`config.mk`:
```
export PLATFORM = sky130hd
export DESIGN_NAME = display_bcd_converter_flat
export DESIGN_NICKNAME = d
export VERILOG_FILES = /design/src/rtl/display_bcd_converter_if.sv /design/src/rtl/display_bcd_converter.sv /design/src/flat_wrapper.sv
export SDC_FILE = /design/constraint.sdc
export NUM_CORES = 1
export LEC_CHECK = 0
export ABC_AREA = 0
export BUFFER_PORTS_ARGS = -buffer_cell sky130_fd_sc_hd__buf_2
export CAP_MARGIN = 10
export CORE_UTILIZATION = 54
export CTS_CLUSTER_SIZE = 16
export DETAILED_ROUTE_END_ITERATION = 8
export PLACE_DENSITY = 0.78
export SETUP_SLACK_MARGIN = 0.5
export SYNTH_ARGS = -nofsm -noshare
export SYNTH_HDL_FRONTEND = slang
export SYNTH_SLANG_ARGS = --single-unit
```
`constraint.sdc`:
```
create_clock -name i_clk -period 1.63 [get_ports i_clk]
set_input_delay 0.0815 -clock i_clk [delete_from_list [all_inputs] [get_ports i_clk]]
set_output_delay 0.0815 -clock i_clk [all_outputs]
set_load 0.01 [all_outputs]
```
`src/rtl/display_bcd_converter_if.sv`:
```
// -----------------------------------------------------------------------------
// display_bcd_converter_if
//
// Bundles the request handshake and the result bus of display_bcd_converter.
//
// Handshake (valid/ready): a value on i_data is transferred on the rising
// i_clk edge where i_valid and o_ready are both high. The source may change
// i_data or drop i_valid freely at any time. The converter samples i_data
// only on that transfer edge. The source never has to wait for o_ready before
// it raises i_valid.
//
// Signals:
//   i_data     [7:0]  binary value to convert            (master -> slave)
//   i_valid           i_data valid                       (master -> slave)
//   o_ready           converter idle, can accept         (slave -> master)
//   o_bcd      [11:0] {hundreds, tens, ones} BCD         (slave -> master)
//   o_display  [7:0]  {tens, ones} or overflow word      (slave -> master)
//   o_overflow        last result > 99                   (slave -> master)
//   o_negative        sign of last input (signed build)  (slave -> master)
//   o_done            one-cycle pulse on result update   (slave -> master)
//   o_busy            conversion in progress             (slave -> master)
//   dbg_state  [1:0]  FSM state, for observation only    (slave -> master)
// -----------------------------------------------------------------------------
interface display_bcd_converter_if;
  logic [7:0]  i_data;
  logic        i_valid;
  logic        o_ready;
  logic [11:0] o_bcd;
  logic [7:0]  o_display;
  logic        o_overflow;
  logic        o_negative;
  logic        o_done;
  logic        o_busy;
  logic [1:0]  dbg_state;

  modport master (
    output i_data,
    output i_valid,
    input  o_ready,
    input  o_bcd,
    input  o_display,
    input  o_overflow,
    input  o_negative,
    input  o_done,
    input  o_busy,
    input  dbg_state
  );

  modport slave (
    input  i_data,
    input  i_valid,
    output o_ready,
    output o_bcd,
    output o_display,
    output o_overflow,
    output o_negative,
    output o_done,
    output o_busy,
    output dbg_state
  );
endinterface

```
`src/rtl/display_bcd_converter.sv`:
```
// -----------------------------------------------------------------------------
// display_bcd_converter
//
// Sequential 8-bit binary to 3-digit BCD converter (double-dabble) that feeds
// the two-digit seven-segment display driver, so values are shown in decimal.
//
// Ports:
//   i_clk     system clock (same domain as the display driver)
//   i_resetn  synchronous, active-low reset
//   bus       display_bcd_converter_if.slave: valid/ready request plus the
//             registered result (o_bcd, o_display, o_overflow, o_negative),
//             the o_done pulse, o_ready/o_busy and the FSM state (dbg_state)
//
// Parameters:
//   OVF_SATURATE  1: on a result > 99 o_display shows OVF_VALUE
//                 0: on a result > 99 o_display shows the low two digits
//   OVF_VALUE     display word used on overflow when OVF_SATURATE = 1
//
// Build option:
//   DISPLAY_SIGNED_EN  when defined, i_data is two's complement; the
//                      magnitude is converted and the sign is reported on
//                      o_negative. When undefined, i_data is unsigned and
//                      o_negative is tied low. Timing is the same either way.
//
// Timing: accept edge = edge 0, eight shift edges (1..8), results and o_done
// update at edge 9. The FSM is back in IDLE while o_done is high, so the next
// value can be accepted on the edge that follows the result edge.
// -----------------------------------------------------------------------------
module display_bcd_converter #(
  parameter bit         OVF_SATURATE = 1'b1,
  parameter logic [7:0] OVF_VALUE    = 8'h99
) (
  input  logic                    i_clk,
  input  logic                    i_resetn,
  display_bcd_converter_if.slave  bus
);

  localparam logic [1:0] ST_IDLE  = 2'd0;
  localparam logic [1:0] ST_SHIFT = 2'd1;
  localparam logic [1:0] ST_DONE  = 2'd2;

  logic [1:0]  state;
  logic [19:0] sr;         // {hundreds, tens, ones, binary operand}
  logic [2:0]  step_cnt;
  logic [19:0] sr_adj;     // sr after the add-3 correction
  logic [19:0] sr_shift;   // corrected value shifted left by one
  logic [7:0]  operand;
  logic        accept;
  logic        res_ovf;

  logic [11:0] bcd_q;
  logic [7:0]  display_q;
  logic        overflow_q;
  logic        done_q;

  assign accept = bus.i_valid && (state == ST_IDLE);

  // Operand selection: magnitude in the signed build, raw value otherwise.
  // In the signed build 8'h80 negates to itself, which read unsigned is 128.
`ifdef DISPLAY_SIGNED_EN
  logic sign_q;
  logic negative_q;

  assign operand = bus.i_data[7] ? (8'd0 - bus.i_data) : bus.i_data;
`else
  assign operand = bus.i_data;
`endif

  // Add 3 to every BCD nibble that is 5 or more, then shift. A nibble is at
  // most 9 before correction, so the sum never exceeds 12 and never wraps.
  always_comb begin
    sr_adj = sr;
    for (int i = 0; i < 3; i++) begin
      if (sr[8 + 4*i +: 4] >= 4'd5) begin
        sr_adj[8 + 4*i +: 4] = sr[8 + 4*i +: 4] + 4'd3;
      end
    end
    sr_shift = sr_adj << 1;
  end

  // Result > 99 exactly when the hundreds digit is non-zero.
  assign res_ovf = (sr[19:16] != 4'd0);

  always_ff @(posedge i_clk) begin
    if (!i_resetn) begin
      state      <= ST_IDLE;
      sr         <= '0;
      step_cnt   <= '0;
      bcd_q      <= '0;
      display_q  <= '0;
      overflow_q <= 1'b0;
      done_q     <= 1'b0;
    end else begin
      done_q <= 1'b0;
      case (state)
        ST_IDLE: begin
          if (accept) begin
            sr       <= {12'd0, operand};
            step_cnt <= '0;
            state    <= ST_SHIFT;
          end
        end
        ST_SHIFT: begin
          sr       <= sr_shift;
          step_cnt <= step_cnt + 3'd1;
          if (step_cnt == 3'd7) begin
            state <= ST_DONE;
          end
        end
        ST_DONE: begin
          bcd_q      <= sr[19:8];
          overflow_q <= res_ovf;
          display_q  <= (res_ovf && OVF_SATURATE) ? OVF_VALUE : sr[15:8];
          done_q     <= 1'b1;
          state      <= ST_IDLE;
        end
        default: begin
          state <= ST_IDLE;
        end
      endcase
    end
  end

`ifdef DISPLAY_SIGNED_EN
  // Sign is captured with the operand and published with the result.
  always_ff @(posedge i_clk) begin
    if (!i_resetn) begin
      sign_q     <= 1'b0;
      negative_q <= 1'b0;
    end else begin
      if (accept) begin
        sign_q <= bus.i_data[7];
      end
      if (state == ST_DONE) begin
        negative_q <= sign_q;
      end
    end
  end

  assign bus.o_negative = negative_q;
`else
  assign bus.o_negative = 1'b0;
`endif

  assign bus.o_ready    = (state == ST_IDLE);
  assign bus.o_busy     = (state != ST_IDLE);
  assign bus.o_bcd      = bcd_q;
  assign bus.o_display  = display_q;
  assign bus.o_overflow = overflow_q;
  assign bus.o_done     = done_q;
  assign bus.dbg_state  = state;

endmodule

```
`src/flat_wrapper.sv`:
```
// flat-port wrapper written by rule: the top's interface ports become plain ports
module display_bcd_converter_flat 
#(
  parameter bit         OVF_SATURATE = 1'b1,
  parameter logic [7:0] OVF_VALUE    = 8'h99
)
  (i_clk, i_resetn, bus_i_data, bus_i_valid, bus_o_ready, bus_o_bcd, bus_o_display, bus_o_overflow, bus_o_negative, bus_o_done, bus_o_busy, bus_dbg_state);
  display_bcd_converter_if bus_i ();
  input  logic i_clk;
  input  logic i_resetn;
  input wire logic [$bits(bus_i.i_data)-1:0] bus_i_data;
  input wire logic [$bits(bus_i.i_valid)-1:0] bus_i_valid;
  output wire logic [$bits(bus_i.o_ready)-1:0] bus_o_ready;
  output wire logic [$bits(bus_i.o_bcd)-1:0] bus_o_bcd;
  output wire logic [$bits(bus_i.o_display)-1:0] bus_o_display;
  output wire logic [$bits(bus_i.o_overflow)-1:0] bus_o_overflow;
  output wire logic [$bits(bus_i.o_negative)-1:0] bus_o_negative;
  output wire logic [$bits(bus_i.o_done)-1:0] bus_o_done;
  output wire logic [$bits(bus_i.o_busy)-1:0] bus_o_busy;
  output wire logic [$bits(bus_i.dbg_state)-1:0] bus_dbg_state;
  assign bus_i.i_data = bus_i_data;
  assign bus_i.i_valid = bus_i_valid;
  assign bus_o_ready = bus_i.o_ready;
  assign bus_o_bcd = bus_i.o_bcd;
  assign bus_o_display = bus_i.o_display;
  assign bus_o_overflow = bus_i.o_overflow;
  assign bus_o_negative = bus_i.o_negative;
  assign bus_o_done = bus_i.o_done;
  assign bus_o_busy = bus_i.o_busy;
  assign bus_dbg_state = bus_i.dbg_state;
  display_bcd_converter #(.OVF_SATURATE(OVF_SATURATE), .OVF_VALUE(OVF_VALUE)) u_core (.i_clk(i_clk), .i_resetn(i_resetn), .bus(bus_i));
endmodule
```
# --- After elaboration in Yosys (flattened, before gate mapping) ---
# Index checks and enable logic that the tools add are counted.
totals:
  regBits: 47
  latch_bits: 0
  mem_bits_rw: 0
  rom_bits: 0
  inputBits: 11
  n_memories: 0
op_classes:
  add_sub_neg: 4
  mul: 0
  n_div: 0
  order_cmp: 3
  eq_ne: 5
  shifts: 0
  muxes: 12
  bitwise_logic: 0
  n_reduce_logical: 7
op_table:
  columns: ["operator", "n"]
  rows:
  - ["20-bit one-hot mux with 2 select lines", 1]
  - ["20-bit two-way mux", 1]
  - ["4-bit by 3-bit >= comparator with 1-bit output (second input constant)", 3]
  - ["4-bit by 2-bit adder with 4-bit output (second input constant)", 2]
  - ["4-bit two-way mux", 2]
  - ["8-bit two-way mux", 1]
  - ["3-bit two-way mux", 2]
  - ["3-bit one-hot mux with 2 select lines", 1]
  - ["2-bit two-way mux", 2]
  - ["2-bit by 1-bit != test with 1-bit output (second input constant)", 2]
  - ["2-bit one-hot mux with 2 select lines", 1]
  - ["2-bit AND reduction", 2]
  - ["2-bit nonzero test", 2]
  - ["4-bit nonzero test", 1]
  - ["3-bit by 1-bit adder with 3-bit output (second input constant)", 1]
  - ["3-bit by 2-bit adder with 3-bit output (second input constant)", 1]
  - ["3-bit == test (second input constant)", 1]
  - ["2-bit by 1-bit == test with 1-bit output (second input constant)", 1]
  - ["2-bit == test (second input constant)", 1]
  - ["2-bit logical NOT", 1]
  - ["1-bit logical AND", 1]
  - ["1-bit two-way mux", 1]

# --- Logic depth before layout (Yosys ltp) ---
logic_depth:
  depth_word: 4
  mapped_depth: 6
  depth_no_buf: 6

# --- Worst setup path after synthesis ---
# OpenSTA, ideal clock, no wires.
synth_timing:
  path_type: "reg2reg"
  start: "register u_core.sr[9]"
  end: "register u_core.sr[10]"
  arrival_time_ns: 1.418
  setup_slack_ns: 0.144
  path_stages_with_launch: 7
  path_buffers: 0
  cell_sequence: "dfxtp_1 inv_1 ha_1 nand2b_1 a21oi_1 mux2_2 o21ai_1"
synth_via:
  elab_chain_len: 3
  elab_cells_between_ends: 4
  classes_between: "add/sub: 1; order compare: 1; mux: 2"
synth_rtl:
  columns: ["item", "line_no", "source"]
  rows:
  - ["from (decl)", "display_bcd_converter.sv:43", "logic [19:0] sr;"]
  - ["from (signal assigned)", "display_bcd_converter.sv:98", "sr <= {12'd0, operand};"]
  - ["from (signal assigned)", "display_bcd_converter.sv:104", "sr <= sr_shift;"]
  - ["4-bit by 2-bit adder with 4-bit output or 4-bit by 3-bit >= comparator with 1-bit output (tied branches)", "display_bcd_converter.sv:75, display_bcd_converter.sv:74", null]
  - ["4-bit two-way mux (*)", "display_bcd_converter.sv:74", "if (sr[8 + 4*i +: 4] >= 4'd5) begin"]
  - ["20-bit one-hot mux with 2 select lines (*)", "display_bcd_converter.sv:95", "case (state)"]
# Every way passes the cells marked *; elsewhere a longest branch is shown, timed or not.
# A chain may end at the register's enable or synchronous reset.

# --- Final worst setup path ---
# Same ends and word-level chain as after synthesis.

==> summary.json <==
{
  "outcome": "finished, final reports clean",
  "slowest_stage_cell_cp": "sky130_fd_sc_hd__dfxtp_4",
  "final_antenna_net_count": 0,
  "arrival_ns": 1.72,
  "global_route.overflow_total": 0,
  "synth_nets": 257,
  "min_period_over_period_pct": 92.6,
  "reg2reg_to": "u_core.sr[10]",
  "dieHeight_um": 63.5,
  "endpoint_kind": "register",
  "hpwlAfterDp_um": 2920,
  "cts_num_sinks": 47,
  "cp-start-kind": "register",
  "preCtsSetupSlack_ns": 0.259,
  "startpoint_of_the_most_critical_hold_path": "i_resetn",
  "remaining_drc_errors": 0,
  "buffer_ports.inserted": 36,
  "layout_common_cells": "37 x sky130_fd_sc_hd__dfxtp_1, 33 x sky130_fd_sc_hd__buf_2, 26 x sky130_fd_sc_hd__nand2_1",
  "holdPathStages": 3,
  "worstPathRequired_ns": 1.84,
  "route.final.wire_length_um": 7710,
  "clk_path_buf_depth": 2,
  "finalNetCount": 320,
  "tritoncts.num_buffers": 5,
  "synthCells": 237,
  "floorplan.die_area_mm2": 0.00403,
  "antenna_found_initial": 0,
  "floorplan.die.width_um": 63.5,
  "post_drt_wl_per_cell_um": 22.2,
  "floorplan_core_area_mm2": 0.00347,
  "clk_pin_slew_ns": 0.09,
  "synth.avg_cell_area_um2": 8.61,
  "unrepaired_setup_endpoints_after_global_routing": "yes",
  "via_count": 2146,
  "clock-root-buffer": "sky130_fd_sc_hd__clkbuf_8",
  "crit_path_buf_inv_count": 1,
  "synth-seq-cells": 47,
  "critPathTopFamily": "compound AO/OA/AOI/OAI gates",
  "placed_cells": 310,
  "hold_ws_ns": 0.167,
  "synth_warnings": 0,
  "synth_cell_types": 34,
  "viasPerCell": 6.18,
  "groute.usage.overall_pct": 26.7,
  "holdCritPathClass": "input pin to register",
  "initial_core_util_pct": 58.8,
  "flow.area_growth_from_synthesis_pct": 57.8,
  "power.ir.vdd_worst_uv": 608,
  "diodes": 0,
  "tns_ns": 0,
  "critical_path.max_fanout": 3,
  "synth-edff-count": 0,
  "finalSetupViolations": 0,
  "floorplan.rows": 21,
  "ff2ff_path_depth": 6,
  "max_stage_delay_ns": 0.36,
  "finalHoldViolCount": 0,
  "layout_min_cycle_time_ns": 1.51,
  "clock_tree_from_tritoncts": "built",
  "hold-path-endpoint": "u_core.sr[0]",
  "maxCapViolations": 0,
  "drt-pass1-iter-count": 5,
  "pin_count": 38,
  "timing_worst_setup_path_type": "register to register",
  "worst_r2r_startpoint": "u_core.sr[9]",
  "grt_start_max_net_pins": 29,
  "h_tree_levels": 2,
  "path_cells": "inv_4, ha_4, nand2b_4, a21oi_4, mux2_4, o21ai_1",
  "postLayoutCoreUtil_pct": 92.9,
  "r2r_setup_slack_ns": 0.12,
  "gpl.final_weighted_congestion": 0.902,
  "final-max-slew-violation-count": 0,
  "post-route-worst-setup-slack_ns": 0.121,
  "hold_buffers": 0,
  "drive_gt1_share_pct": 57.1,
  "mostFrequentLayoutCell": "sky130_fd_sc_hd__dfxtp_1",
  "grt_first_pass_wirelength_um": 8250,
  "final-instance-count-excl-fill": 347,
  "fill_cells": 112,
  "clock-skew-final_ns": 0.0113,
  "power-per-cell-area_mw_per_mm2": 664,
  "leakage_nw": 1.43,
  "synth_ff_type": "sky130_fd_sc_hd__dfxtp_1",
  "yosysSeqAreaShare_pct": 46.1,
  "dr.first_iter.drc_count": 191,
  "netlist_area_mm2": 0.00204,
  "max_freq_ghz": 0.663,
  "grt_pass1_vias": 1759,
  "asyncSetResetFlopFracSynth_pct": 0,
  "insertion_delay_ns": 0.31
}
==> kinds of logic (layout without fill, tap and decap cells) <==
logic type	Yosys count	in the layout	synth area share [%]
compound gates	63	63	19.1
buf+inv	22	86	5.46
other cells	1	1	0.184
fa+ha+maj	9	9	5.52
xor+xnor	4	4	1.72
mux	3	3	1.66
flops	47	47	46.1
simple gates	88	88	20.2
==> repair_timing <==
item / in CTS / in global routing
cloned: 1 / 3
buffers inserted: 18 / 7
setup endpoints to repair: 41 / 49
pin swaps: 8 / 29
resized for setup: 36 / 81
==> cell usage after synthesis (4+ instances only) <==
cell                       instances  share of area (%)
sky130_fd_sc_hd__nand2_1          42                7.7
sky130_fd_sc_hd__o21ai_1           7                1.7
sky130_fd_sc_hd__inv_1             8                1.5
sky130_fd_sc_hd__buf_2             5                1.2
sky130_fd_sc_hd__nand2b_1          7                2.1
sky130_fd_sc_hd__nor2_1           15                2.8
sky130_fd_sc_hd__a21oi_1          33                8.1
sky130_fd_sc_hd__ha_1              9                5.5
sky130_fd_sc_hd__nand3_1           5                1.2
sky130_fd_sc_hd__buf_4             6                2.2
sky130_fd_sc_hd__o221a_2           7                3.9
sky130_fd_sc_hd__a31oi_1           4                1.2
sky130_fd_sc_hd__dfxtp_1          47                 46
sky130_fd_sc_hd__nor2b_1           8                2.5
==> cell type report <==
| class | instances | area (µm²) | area share [%] |
|---|---|---|---|
| inverters | 8 | 45.0 | 1.40 |
| clock inverters | 2 | 11.3 | 0.350 |
| clock buffers | 6 | 72.6 | 2.25 |
| repair buffers | 70 | 621 | 19.3 |
| multi-input cells | 168 | 1450 | 44.9 |
| flip-flops and latches | 47 | 968 | 30.1 |
| well taps | 46 | 57.6 | 1.79 |
==> flip-flops by register name, summed over array words and instances, names as in the netlist <==
| signal | count |
|---|---|
| u_core.bus.o_bcd | 12 |
| u_core.bus.o_done | 1 |
| u_core.bus.o_display | 8 |
| u_core.sr | 20 |
| u_core.bus.dbg_state | 2 |
| u_core.bus.o_overflow | 1 |
| u_core.step_cnt | 3 |
==> metrics by stage <==
step | total power [mW] | area (µm²)
finish | 2.14 | 3220
global route | 2.19 | 3220
CTS | 2.06 | 2750
detailed placement | 1.37 | 2360
global placement | 1.36 | 2360
floorplan | 1.33 | 2180
==> worst max-delay path by stage <==
stage | from | endpoint | slack (ns) | cells after the start
floorplan | u_core.sr[9] | u_core.sr[10] | 0.33 | 6
global placement | u_core.sr[12] | u_core.sr[14] | 0.31 | 6
detailed placement | u_core.sr[12] | u_core.sr[14] | 0.26 | 6
CTS | u_core.sr[17] | u_core.sr[18] | 0.29 | 6
global route | u_core.sr[16] | u_core.bus.o_display[2] | 0.09 | 6
finish | u_core.sr[9] | u_core.sr[10] | 0.12 | 6
==> where the power goes <==
part / internal [mW] / total [mW] / switching [mW] / leakage, nW
logic: 0.116 / 0.246 / 0.130 / 1.00
clock network: 0.302 / 0.705 / 0.403 / 0.0455
registers: 1.16 / 1.19 / 0.0246 / 0.387
==> worst min-delay path, delay by kind of cell <==
family	cells	cell delay, ns
buffers and inverters	2	0.31
AND/OR/NAND/NOR	1	0.04
==> layer usage <==
metal	GRT usage, %	routed length, µm
met2	43.4	3700
met3	6.70	691
met5	0	0
met4	7.67	429
met1	34.9	2890
Note: power is estimated with default switching activity, not from simulation.
